### config.mk
export PLATFORM = sky130hd
export DESIGN_NAME = ext_mem_responder
export DESIGN_NICKNAME = d
export VERILOG_FILES = /design/src/rtl/ext_mem_responder.sv
export SDC_FILE = /design/constraint.sdc
export NUM_CORES = 1
export LEC_CHECK = 0
export ABC_AREA = 1
export CORE_ASPECT_RATIO = 0.6
export CORE_UTILIZATION = 45
export CTS_CLUSTER_SIZE = 40
export DETAILED_ROUTE_END_ITERATION = 7
export GPL_TIMING_DRIVEN = 1
export PLACE_DENSITY = 0.83
export SYNTH_ARGS = -nofsm -noshare
export SYNTH_HDL_FRONTEND = slang
export SYNTH_SLANG_ARGS = --single-unit
### constraint.sdc
create_clock -name clk -period 4.7 [get_ports clk]
set_clock_uncertainty 0.15 [all_clocks]
set_input_delay 0.47 -clock clk [delete_from_list [all_inputs] [get_ports clk]]
set_output_delay 0.47 -clock clk [all_outputs]
set_load 0.03 [all_outputs]
### src/rtl/ext_mem_responder.sv
// Slave for an external burst bus: decodes a header word and streams LEN0/LEN1 words
// between the controller and a synchronous SRAM. Read data arrives two edges after issue.
module ext_mem_responder #(
    parameter int LEN0       = 64,
    parameter int LEN1       = 128,
    parameter int MEM_ADDR_W = 16
) (
    input  logic                  clk,
    input  logic                  rst,
    input  logic                  IN_EXT_en,
    input  logic                  IN_EXT_oen,
    input  logic [31:0]           IN_EXT_bus,
    output logic [31:0]           OUT_EXT_bus,
    output logic                  OUT_MEM_ce,
    output logic                  OUT_MEM_we,
    output logic [MEM_ADDR_W-1:0] OUT_MEM_addr,
    output logic [31:0]           OUT_MEM_data,
    input  logic [31:0]           IN_MEM_data,
    output logic                  OUT_busy,
    output logic                  OUT_err
);
    localparam logic [2:0] S_IDLE  = 3'd0;
    localparam logic [2:0] S_HDR   = 3'd1;
    localparam logic [2:0] S_WDATA = 3'd2;
    localparam logic [2:0] S_RDATA = 3'd3;
    localparam logic [2:0] S_DONE  = 3'd4;

    localparam int LMAX = (LEN0 > LEN1) ? LEN0 : LEN1;
    localparam int CW   = $clog2(LMAX + 1);
    localparam logic [CW-1:0] LAST0 = CW'(LEN0 - 1);
    localparam logic [CW-1:0] LAST1 = CW'(LEN1 - 1);

    logic [2:0]            state_q, state_d;
    logic                  wr_q, wr_d, lsel_q, lsel_d;
    logic [MEM_ADDR_W-1:0] base_q, base_d;
    logic [CW-1:0]         cnt_q, cnt_d, iss_q, iss_d;
    logic                  chk_q, chk_d;
    logic [31:0]           bus_q, bus_d, mdata_q, mdata_d;
    logic [MEM_ADDR_W-1:0] maddr_q, maddr_d;
    logic                  ce_q, ce_d, we_q, we_d, busy_q, busy_d, err_q, err_d;
    logic [CW-1:0]         last;

    assign last = lsel_q ? LAST1 : LAST0;

    always_comb begin
        state_d = state_q;
        wr_d    = wr_q;
        lsel_d  = lsel_q;
        base_d  = base_q;
        cnt_d   = cnt_q;
        iss_d   = iss_q;
        chk_d   = 1'b0;
        bus_d   = 32'd0;
        ce_d    = 1'b1;
        we_d    = 1'b1;
        maddr_d = maddr_q;
        mdata_d = mdata_q;
        err_d   = err_q;
        case (state_q)
            S_IDLE: begin
                if (IN_EXT_en) begin
                    state_d = S_HDR;
                    wr_d    = IN_EXT_bus[31];
                    lsel_d  = IN_EXT_bus[30];
                    base_d  = IN_EXT_bus[MEM_ADDR_W-1:0];
                    cnt_d   = '0;
                    iss_d   = '0;
                end
            end
            S_HDR, S_RDATA: begin
                if (!IN_EXT_en) begin
                    state_d = S_IDLE;
                    err_d   = 1'b1;
                end else begin
                    // Reads are issued from the first header edge so each word lands in time.
                    if (!wr_q && iss_q <= last) begin
                        ce_d    = 1'b0;
                        maddr_d = base_q + MEM_ADDR_W'(iss_q);
                        iss_d   = iss_q + 1'b1;
                    end
                    if (state_q == S_HDR) begin
                        if (cnt_q != '0) begin
                            cnt_d   = '0;
                            state_d = wr_q ? S_WDATA : S_RDATA;
                        end else begin
                            cnt_d = cnt_q + 1'b1;
                        end
                    end else begin
                        bus_d = IN_MEM_data;
                        if (cnt_q != '0 && IN_EXT_oen)
                            err_d = 1'b1;
                        cnt_d = cnt_q + 1'b1;
                        if (cnt_q == last) begin
                            state_d = S_DONE;
                            chk_d   = 1'b1;
                        end
                    end
                end
            end
            S_WDATA: begin
                if (!IN_EXT_en) begin
                    state_d = S_IDLE;
                    err_d   = 1'b1;
                end else begin
                    ce_d    = 1'b0;
                    we_d    = 1'b0;
                    maddr_d = base_q + MEM_ADDR_W'(cnt_q);
                    mdata_d = IN_EXT_bus;
                    cnt_d   = cnt_q + 1'b1;
                    if (cnt_q == last)
                        state_d = S_DONE;
                end
            end
            S_DONE: begin
                // The controller must still be listening on the edge after the last word.
                if (chk_q && IN_EXT_oen)
                    err_d = 1'b1;
                if (!IN_EXT_en)
                    state_d = S_IDLE;
            end
            default: state_d = S_IDLE;
        endcase
        busy_d = (state_d != S_IDLE);
    end

    always_ff @(posedge clk or posedge rst) begin
        if (rst) begin
            state_q <= S_IDLE;
            wr_q    <= 1'b0;
            lsel_q  <= 1'b0;
            base_q  <= '0;
            cnt_q   <= '0;
            iss_q   <= '0;
            chk_q   <= 1'b0;
            bus_q   <= 32'd0;
            mdata_q <= 32'd0;
            maddr_q <= '0;
            ce_q    <= 1'b1;
            we_q    <= 1'b1;
            busy_q  <= 1'b0;
            err_q   <= 1'b0;
        end else begin
            state_q <= state_d;
            wr_q    <= wr_d;
            lsel_q  <= lsel_d;
            base_q  <= base_d;
            cnt_q   <= cnt_d;
            iss_q   <= iss_d;
            chk_q   <= chk_d;
            bus_q   <= bus_d;
            mdata_q <= mdata_d;
            maddr_q <= maddr_d;
            ce_q    <= ce_d;
            we_q    <= we_d;
            busy_q  <= busy_d;
            err_q   <= err_d;
        end
    end

    assign OUT_EXT_bus  = bus_q;
    assign OUT_MEM_ce   = ce_q;
    assign OUT_MEM_we   = we_q;
    assign OUT_MEM_addr = maddr_q;
    assign OUT_MEM_data = mdata_q;
    assign OUT_busy     = busy_q;
    assign OUT_err      = err_q;
endmodule

==> results of run 1 <==
power by group:
| group | switching, uW | internal, uW |
|---|---|---|
| Combinational | 1010 | 639 |
| Clock | 519 | 860 |
| Sequential | 240 | 1340 |
flip-flops by register name, indices dropped and copies added (netlist names):
| name | count |
|---|---|
| OUT_MEM_we | 1 |
| OUT_MEM_addr | 16 |
| OUT_EXT_bus | 32 |
| cnt_q | 8 |
| chk_q | 1 |
| OUT_MEM_ce | 1 |
| OUT_MEM_data | 32 |
| wr_q | 1 |
| lsel_q | 1 |
| OUT_busy | 1 |
| OUT_err | 1 |
| iss_q | 8 |
| base_q | 16 |
| state_q | 3 |
worst max path at each step:
stage | start | end | slack (ns) | cells after the start
after floorplan | rst | OUT_EXT_bus[0] | 0.84 | 1
after global placement | state_q[2] | OUT_MEM_addr[14] | 2.13 | 15
after detailed placement | state_q[2] | OUT_MEM_addr[14] | 2.07 | 15
after CTS | state_q[2] | OUT_MEM_addr[14] | 2.04 | 15
after global routing | state_q[2] | OUT_MEM_addr[10] | 1.75 | 15
final | state_q[2] | OUT_MEM_addr[6] | 2.03 | 13
cell families after synthesis:
group           after synthesis
flops                       122
simple gates                340
fa+ha+maj                    13
compound gates               68
xor+xnor                     12
buf+inv                     122
placed cells by master (no fill, tap or decap), drive strengths merged, types with 4 or more instances in the layout:
master | Yosys | layout
ha | 12 | 12
nand3 | 47 | 47
clkdlybuf4s50 | 0 | 151
a21oi | 6 | 6
nor3 | 7 | 7
nand4 | 9 | 9
nand2 | 205 | 205
o21ai | 61 | 61
dfrtp | 120 | 120
inv | 103 | 109
clkbuf | 4 | 18
xnor2 | 8 | 8
xor2 | 4 | 4
nor2 | 67 | 67
metal layers:
metal	wire, microns	GRT usage [%]	vias to the layer above
li1	-	-	2408
met1	6670	32.7	2185
met2	5800	33.3	201
met3	1500	8.27	22
met4	194	8.81	0
met5	0	0	-
synth_stat cells, drive strengths merged, types with 2 or more instances:
master  count
clkbuf      4
buf        15
ha         12
xnor2       8
nor2       67
a21oi       6
nand3      47
inv       103
xor2        4
dfrtp     120
dfstp       2
or2         2
nor3        7
o21ai      61
nand4       9
nand2     205
through the flow:
| step | hold slack (ns) | instances | total power [uW] |
|---|---|---|---|
| floorplan | 0.303 | 677 | 2560 |
| global placement | 0.304 | 977 | 3180 |
| detailed placement | 0.304 | 977 | 3210 |
| CTS | 0.322 | 1009 | 4620 |
| global route | 0.351 | 1009 | 4860 |
| finish | 0.320 | 1009 | 4610 |
layout make-up:
class                           count  area, sq um  share of cell area [%]
Clock buffer                       18          439                    5.55
Clock inverter                     14          184                    2.32
Multi-Input combinational cell    433         2110                    26.6
Tap cell                          165          206                    2.61
Sequential cell                   122         3060                    38.6
Timing Repair Buffer              154         1530                    19.4
Inverter                          103          392                    4.94
critical path: cells and delay by family (launching register included):
kind	cells	cell delay [ns]
buf+inv	2	0.25
compound gates	2	0.26
simple gates	7	0.80
flops	1	0.45
xor+xnor	1	0.19
fa+ha+maj	1	0.45
==> impl_metrics.tcl, run 1 <==
set metrics [dict create \
    status "completed" \
    cts_root_buffer "clkbuf_16" \
    r2r_slack_ns 2.03 \
    fill_cells 997 \
    ctsHoldBuffers 0 \
    layout-drive-gt1-share_pct 8.29 \
    ant_nets 0 \
    r2r-start "state_q[2]" \
    synthXorXnorAreaFrac_pct 1.85 \
    grt_pass1_vias 4569 \
    ys.flop_type "dfrtp_1" \
    setup_viol_count_final 0 \
    crit_path_top_delay_cell "dfrtp_1" \
    synthSimpleGateAreaFrac_pct 25.3 \
    gr-total-overflow 0 \
    grt_pass1_wl_microns 23100 \
    fp-row-count 31 \
    slew_headroom_pct 28.1 \
    cp_max_fo 13 \
    async_flop_share_pct 100 \
    cts_max_level 4 \
    yosysSeqAreaShare_pct 53.7 \
    synth_top_area_share_pct 52.8 \
    cap_violations 0 \
    path_common_cell "nand2_1" \
    tightest_slew_ns 1.08 \
    critical_path_required_ns 4.82 \
    start_util_pct 46.7 \
    dieArea_sq_um 13100 \
    routed_wl_microns 14200 \
    avgSynthCellArea_sq_um 8.41 \
    utilization_pct 65.0 \
    dp_hpwl_microns 10000 \
    worstHoldPathType "flip-flop to flip-flop" \
    cts_resized 0 \
    reg2reg_depth 13 \
    place_area_sq_um 7300 \
    final_area_sq_um 7920 \
    io_buffers 151 \
    worstSetupPathType "flip-flop to flip-flop" \
    finalMaxSlewViolations 0 \
    whs_path_depth 2 \
    clock_latency_ns 0.42 \
    vdd.ir_drop.worst_mv 0.375 \
    io_pins 152 \
    period_minus_slack_ns 2.67 \
    rsz0062_at_grt "no" \
    synthAdderAreaFrac_pct 2.99 \
    clock_sinks 122 \
    synth_nets 758 \
    synth_top_area_cell "dfrtp_1" \
    cts_buffer_depth 2 \
    dr_total_vias 4816 \
    clkSlewWorstSetupHoldPaths_ns 0.06 \
    final-hold-violation-count 0 \
    synthTopCellsByArea "dfrtp_1, nand2_1, inv_1" \
    cts_tree "yes" \
    synth_cell_types 33 \
    synth_edf_count 0 \
    die_w_microns 147 \
    grt_util_all_layers_pct 23.3 \
    area_growth_pct 39.2 \
    setup_ws_ns 2.03 \
    core-area_sq_um 12200 \
    start_kind "flip-flop" \
    holdPathEnd "OUT_MEM_data[16]" \
    cts_buffers 17 \
    cp_cell_sequence "inv_2, nand2_2, nor2_4, inv_2, nand2_1, o21ai_0, fa_1, nand3_1, nand3_1, nand2_1, nand2_1, xnor2_1, o21ai_0" \
    synth_compound_area_share_pct 6.95 \
    synth_top_family_by_area "simple AND/OR/NAND/NOR gates" \
    worstHoldStart "OUT_MEM_data[16]" \
    dr.pass1.iters 5 \
    post-route-period-util_pct 56.9 \
    dp_slack_ns 2.07 \
    p_per_area_nw_per_um2 582 \
    synthMuxAreaShare_pct 0 \
    postCtsSetupRepairBufs 0 \
    via_per_inst 4.77 \
    syn-cell-area_sq_um 5690 \
    place.gp.congestion 0.888 \
    yosysWarningCount 0 \
    cp-end-kind "flip-flop" \
    die_y_microns 89.1 \
    crit_arrival_ns 2.80 \
    worst_r2r_endpoint "OUT_MEM_addr[6]" \
    synth_cells 677 \
    leakagePower_uw 0.00399 \
    critical_path.max_stage_delay_ns 0.45 \
    routedWlPerCell_microns 14.0 \
    antenna_found_initial 0 \
    max_freq_mhz 374 \
    fin_tns_setup_ns 0 \
    ys_ff_latch 122 \
    finalNetCount 912 \
    grt_max_degree 74 \
    drc 0 \
    drt_iter0_markers 414 \
    antennaDiodeCount 0 \
]
(Power assumes the default switching activity.)
==> run 2, diff against run 1 <==
==> constraint.sdc (replaced) <==
create_clock -name clk -period 2.7 [get_ports clk]
set_clock_uncertainty 0.15 [all_clocks]
set_input_delay 0.27 -clock clk [delete_from_list [all_inputs] [get_ports clk]]
set_output_delay 0.27 -clock clk [all_outputs]
set_load 0.03 [all_outputs]
==> run 2 against run 1 <==
- clock power up 57%
- fmax up 4.4%
- via count up 2.6%
- hold slack worse by 0.090 ns
- first-iteration DRC count down 5.8%
- core utilization up 0.22 points
- wire length up 1.3%
- critical endpoint is now OUT_MEM_addr[15]
- largest cell class unchanged
- largest power group unchanged
==> impl_metrics.tcl, run 2 (synthesis results as in run 1) <==
set metrics [dict create \
    crit_arrival_ns 2.71 \
    globalRouteMet3Util_pct 8.11 \
    final_cell_mix "nand2_1, clkdlybuf4s50_1, dfrtp_1" \
    r2r-start "state_q[2]" \
    ant_nets 0 \
    cts_buffer_depth 2 \
    worstHoldStart "IN_MEM_data[26]" \
    cap_violations 0 \
    whs_path_depth 3 \
    gr-total-overflow 0 \
    setup_viol_count_final 0 \
    utilization_pct 65.2 \
    worstSetupPathType "flip-flop to flip-flop" \
    r2r_slack_ns 0.14 \
    p_switching_uw 3040 \
    start_util_pct 46.7 \
    finalMaxSlewViolations 0 \
    grt_util_all_layers_pct 22.7 \
    via_per_inst 4.87 \
    worstHoldPathType "input port to flip-flop" \
    vdd.ir_drop.worst_mv 0.642 \
    core-area_sq_um 12200 \
    p_per_area_nw_per_um2 989 \
    dieArea_sq_um 13100 \
    tightest_slew_ns 0.633 \
    cts_max_level 4 \
    die_y_microns 89.1 \
    cp-end-kind "flip-flop" \
    finalNetCount 918 \
    drt_iter0_markers 390 \
    top_usage_layer "met1" \
    io_buffers 151 \
    leakagePower_uw 0.00399 \
    grtUsageMet2_pct 31.8 \
    max_freq_mhz 390 \
    reg2reg_depth 16 \
    grt_pass1_wl_microns 22800 \
    cts_root_buffer "clkbuf_16" \
    io_pins 152 \
    dr_total_vias 4943 \
    dr.pass1.iters 5 \
    p_clk_share_pct 27.5 \
    area_growth_pct 39.6 \
    die_w_microns 147 \
    internal-power_uw 4820 \
    drc 0 \
    grt_pass1_vias 4551 \
    layout-drive-gt1-share_pct 9.76 \
    final-hold-violation-count 0 \
    seqPwrFrac_pct 35.1 \
    fp-row-count 31 \
    power_frac_comb_pct 37.3 \
    swShare_pct 38.7 \
    routed_wl_microns 14400 \
    rsz0062_at_grt "yes" \
    place.gp.congestion 0.914 \
    antenna_found_initial 0 \
    clock_sinks 122 \
    clock_latency_ns 0.40 \
    holdPathEnd "OUT_EXT_bus[26]" \
    routedWlPerCell_microns 14.1 \
    power.total_uw 7860 \
    cp_max_fo 6 \
    post-route-period-util_pct 94.9 \
    critical_path_required_ns 2.84 \
    antennaDiodeCount 0 \
    cts_tree "yes" \
    ctsHoldBuffers 0 \
    status "completed" \
    layout_commonest_cell "nand2_1" \
    dp_hpwl_microns 10200 \
    grt_max_degree 123 \
    slew_headroom_pct 57.8 \
    period_minus_slack_ns 2.56 \
    start_kind "flip-flop" \
    cts_buffers 17 \
    clkSlewWorstSetupHoldPaths_ns 0.06 \
    worst_r2r_endpoint "OUT_MEM_addr[15]" \
    globalRouteMet1Util_pct 32.7 \
]
run 2: changes by cell type in the layout (fill, tap and decap cells not counted), moves of 2 or more:
cell        change
buf_4           +5
bufinv_16       -2
clkinv_2        +3
clkinvlp_4      +3
inv_6           -3
nor2_1          -2
nor2_2          +2
run 2: worst max-delay path: stages (launching register included):
cell     delay, ns
dfrtp_2       0.44
inv_2         0.10
nand2_2       0.08
nor2_4        0.16
inv_2         0.11
nand2_1       0.08
o21ai_0       0.10
ha_1          0.37
nand2_1       0.13
nor2_1        0.17
nand3_1       0.09
nand2_1       0.13
nand2_1       0.10
nand2_1       0.07
nand2_1       0.05
nand3_1       0.07
nand2_1       0.05
run 2: worst max-delay path by stage:
stage	depth (start not counted)	slack [ns]	endpoint	from
finish	16	0.14	OUT_MEM_addr[15]	state_q[2]
global placement	15	0.14	OUT_MEM_addr[14]	state_q[2]
detailed placement	15	0.04	OUT_MEM_addr[14]	state_q[2]
CTS	16	0.05	OUT_MEM_addr[14]	state_q[2]
global route	16	-0.03	OUT_MEM_addr[14]	state_q[2]
floorplan	15	0.15	OUT_MEM_addr[14]	state_q[2]
run 2: power by group through the flow:
stage          logic, uW  registers, uW  clock network [uW]
3_3_place_gp        2780           2750                   0
3_5_place_dp        2850           2760                   0
5_1_grt             3210           2820                2280
2_1_floorplan       1160           3300                   0
4_1_cts             2880           2750                2190
6_report            2930           2760                2160
run 2: repair_timing:
action | in CTS | in global routing
endpoints found under the setup margin | 1 | 12
buffers inserted | 2 | 3
gates resized for setup | 0 | 8
pin swaps | 1 | 5
cloned | 0 | 0
run 2: final cells by class:
type	count	area [sq um]
Fill cell	1014	4230
Clock inverter	13	119
Tap cell	165	206
Inverter	103	393
Clock buffer	19	453
Multi-Input combinational cell	433	2130
Sequential cell	122	3060
Timing Repair Buffer	160	1590
run 2: metrics by stage:
| step | cells | setup slack [ns] | area [sq um] | setup TNS [ns] | hold WS [ns] |
|---|---|---|---|---|---|
| 2_1_floorplan | 677 | 0.150 | 5700 | 0 | 0.226 |
| 3_3_place_gp | 978 | 0.141 | 7320 | 0 | 0.298 |
| 3_5_place_dp | 978 | 0.0434 | 7320 | 0 | 0.307 |
| 4_1_cts | 1012 | 0.0465 | 7910 | 0 | 0.218 |
| 5_1_grt | 1015 | -0.0277 | 7950 | -0.0351 | 0.229 |
| 6_report | 1015 | 0.139 | 7950 | 0 | 0.231 |
run 2: metal layers:
metal	routed length (microns)	part of all wire [%]	up-vias
li1	-	-	2415
met4	177	1.2	0
met1	6680	47	2291
met2	6040	42	220
met3	1460	10	17
met5	0	0	-
==> run 3, diff against run 2 <==
--- a/config.mk
+++ b/config.mk
@@ -6,12 +6,15 @@
 export NUM_CORES = 1
 export LEC_CHECK = 0
 export ABC_AREA = 1
+export CELL_PAD_IN_SITES_DETAIL_PLACEMENT = 1
+export CELL_PAD_IN_SITES_GLOBAL_PLACEMENT = 2
 export CORE_ASPECT_RATIO = 0.6
-export CORE_UTILIZATION = 45
+export CORE_UTILIZATION = 28
 export CTS_CLUSTER_SIZE = 40
 export DETAILED_ROUTE_END_ITERATION = 7
 export GPL_TIMING_DRIVEN = 1
-export PLACE_DENSITY = 0.83
+export PLACE_DENSITY = 0.88
+export SETUP_SLACK_MARGIN = 0.15
 export SYNTH_ARGS = -nofsm -noshare
 export SYNTH_HDL_FRONTEND = slang
 export SYNTH_SLANG_ARGS = --single-unit
==> run 3 against run 2 <==
- wire length up 20%
- critical path type unchanged
- highest routed layer unchanged
- count of clock-buffer cells in the layout up 2
- critical path depth down 2
==> impl_metrics.tcl, run 3 (synthesis results as in run 1) <==
set metrics [dict create \
    status "completed" \
    start_kind "flip-flop" \
    tightest_slew_ns 0.645 \
    clkSlewWorstSetupHoldPaths_ns 0.06 \
    cts_max_level 4 \
    dr.pass1.iters 4 \
    post-route-period-util_pct 88.8 \
    fp-row-count 39 \
    cap_violations 0 \
    grt_pass1_vias 5225 \
    io_pins 152 \
    ctsHoldBuffers 0 \
    worstSetupPathType "flip-flop to flip-flop" \
    cp-end-kind "flip-flop" \
    antenna_found_initial 0 \
    core-area_sq_um 19500 \
    leakagePower_uw 0.00403 \
    cp_max_fo 6 \
    layout-drive-gt1-share_pct 11.2 \
    max_freq_mhz 417 \
    clock_sinks 122 \
    fill_cells 2283 \
    vdd.ir_drop.worst_mv 0.423 \
    cts_buffer_depth 2 \
    cp_cell_sequence "inv_2, nand2_2, nor2_4, buf_4, o21ai_0, ha_1, nand2_2, inv_1, a21oi_1, nand2_1, nand2_1, nand3_1, nand3_1, nand2_1" \
    layout_commonest_cell "nand2_1" \
    dp_hpwl_microns 12900 \
    rsz0062_at_grt "no" \
    via_per_inst 4.40 \
    ant_nets 0 \
    gr-total-overflow 0 \
    setup_viol_count_final 0 \
    path_common_cell "nand2_1" \
    dieArea_sq_um 20900 \
    cts_tree "yes" \
    finalNetCount 926 \
    clock_latency_ns 0.42 \
    worst-path-buf-inv 3 \
    fin_tns_setup_ns 0 \
    grt_util_all_layers_pct 17.9 \
    final_cell_mix "nand2_1, clkdlybuf4s50_1, dfrtp_1" \
    worstHoldPathType "input port to asynchronous set/reset pin" \
    io_buffers 151 \
    period_minus_slack_ns 2.40 \
    grt_pass1_wl_microns 28400 \
    p_per_area_nw_per_um2 989 \
    power.total_uw 8070 \
    drt_iter0_markers 303 \
    r2r-start "state_q[2]" \
    area_growth_pct 43.4 \
    dr_total_vias 4951 \
    cts_buffers 17 \
    place.gp.congestion 0.810 \
    critical_path_required_ns 2.85 \
    start_util_pct 29.2 \
    grt_max_degree 74 \
    slew_headroom_pct 57.0 \
    final-hold-violation-count 0 \
    antennaDiodeCount 0 \
    ff_latch_area_sq_um 3060 \
    critical_path.max_stage_delay_ns 0.39 \
    routedWlPerCell_microns 15.3 \
    endpoint "OUT_MEM_addr[15]" \
    routed_wl_microns 17200 \
    cp.depth 14 \
    crit_path_top_delay_cell "dfrtp_1" \
    cts_root_buffer "clkbuf_16" \
    r2r_slack_ns 0.30 \
    reg2reg_depth 14 \
    finalMaxSlewViolations 0 \
    crit_arrival_ns 2.55 \
    hold_ws_ns 0.165 \
    crit_start "state_q[2]" \
    worst_r2r_endpoint "OUT_MEM_addr[15]" \
    drc 0 \
    die_y_microns 112 \
    die_w_microns 186 \
    multi_input_area_sq_um 2160 \
    cpLargestDelayFamily "simple AND/OR/NAND/NOR gates" \
]
-- run 3: cell types whose count changed in the layout (fill, tap and decap cells not counted), sizes merged --
cell,change
buf,+8
clkbuf,+2
inv,-2
bufinv,+1
clkinvlp,-1
-- run 3: worst reg2reg max path, stage by stage (launching register included) --
cell and delay, ns:
dfrtp_1 0.39, inv_2 0.10, nand2_2 0.08, nor2_4 0.17, buf_4 0.16, o21ai_0 0.09, ha_1 0.39, nand2_2 0.15
inv_1 0.07, a21oi_1 0.17, nand2_1 0.10, nand2_1 0.09, nand3_1 0.07, nand3_1 0.08, nand2_1 0.05
-- run 3: area by class of cell --
class,count,share of cell area (%)
Sequential cell,122,37.4
Multi-Input combinational cell,433,26.4
Timing Repair Buffer,168,20.2
Clock buffer,21,5.52
Inverter,103,4.82
Tap cell,266,4.08
Clock inverter,11,1.47
-- run 3: routing by layer --
metal	GRT usage, %	share of wire (%)
met2	23.2	39
met5	0	0
met3	8.37	9.3
met4	3.99	0.45
met1	26.4	51
-- run 3: timing repair --
action	4_1_cts	5_1_grt
gates cloned	0	0
setup endpoints to repair	3	11
buffers inserted	2	7
resized for setup	0	18
pin swaps	1	9
-- run 3: worst min-delay path by stage --
stage	end	start	cells after the start
after floorplan	OUT_EXT_bus[0]	IN_MEM_data[0]	2
after global placement	OUT_MEM_data[28]	OUT_MEM_data[28]	2
after detailed placement	OUT_err	OUT_err	2
after CTS	OUT_EXT_bus[18]	IN_MEM_data[18]	3
after global routing	OUT_EXT_bus[18]	IN_MEM_data[18]	3
final	OUT_EXT_bus[9]	rst	3
-- run 3: stage by stage --
stage / instance area (sq um) / setup slack (ns) / util [%] / instances
2_1_floorplan: 5700 / 0.237 / - / 677
4_1_cts: 8060 / 0.151 / 41.4 / 1117
3_5_place_dp: 7470 / 0.0804 / 38.4 / 1083
3_3_place_gp: 7470 / 0.153 / 38.4 / 1083
6_report: 8160 / 0.302 / 41.9 / 1124
5_1_grt: 8160 / 0.121 / 41.9 / 1124
-- run 3: report_power, final --
group | internal (uW) | leakage, uW | switching, uW
combinational | 1200 | 0.00217 | 1860
sequential | 2340 | 0.00159 | 441
clock | 1380 | 0.000273 | 851
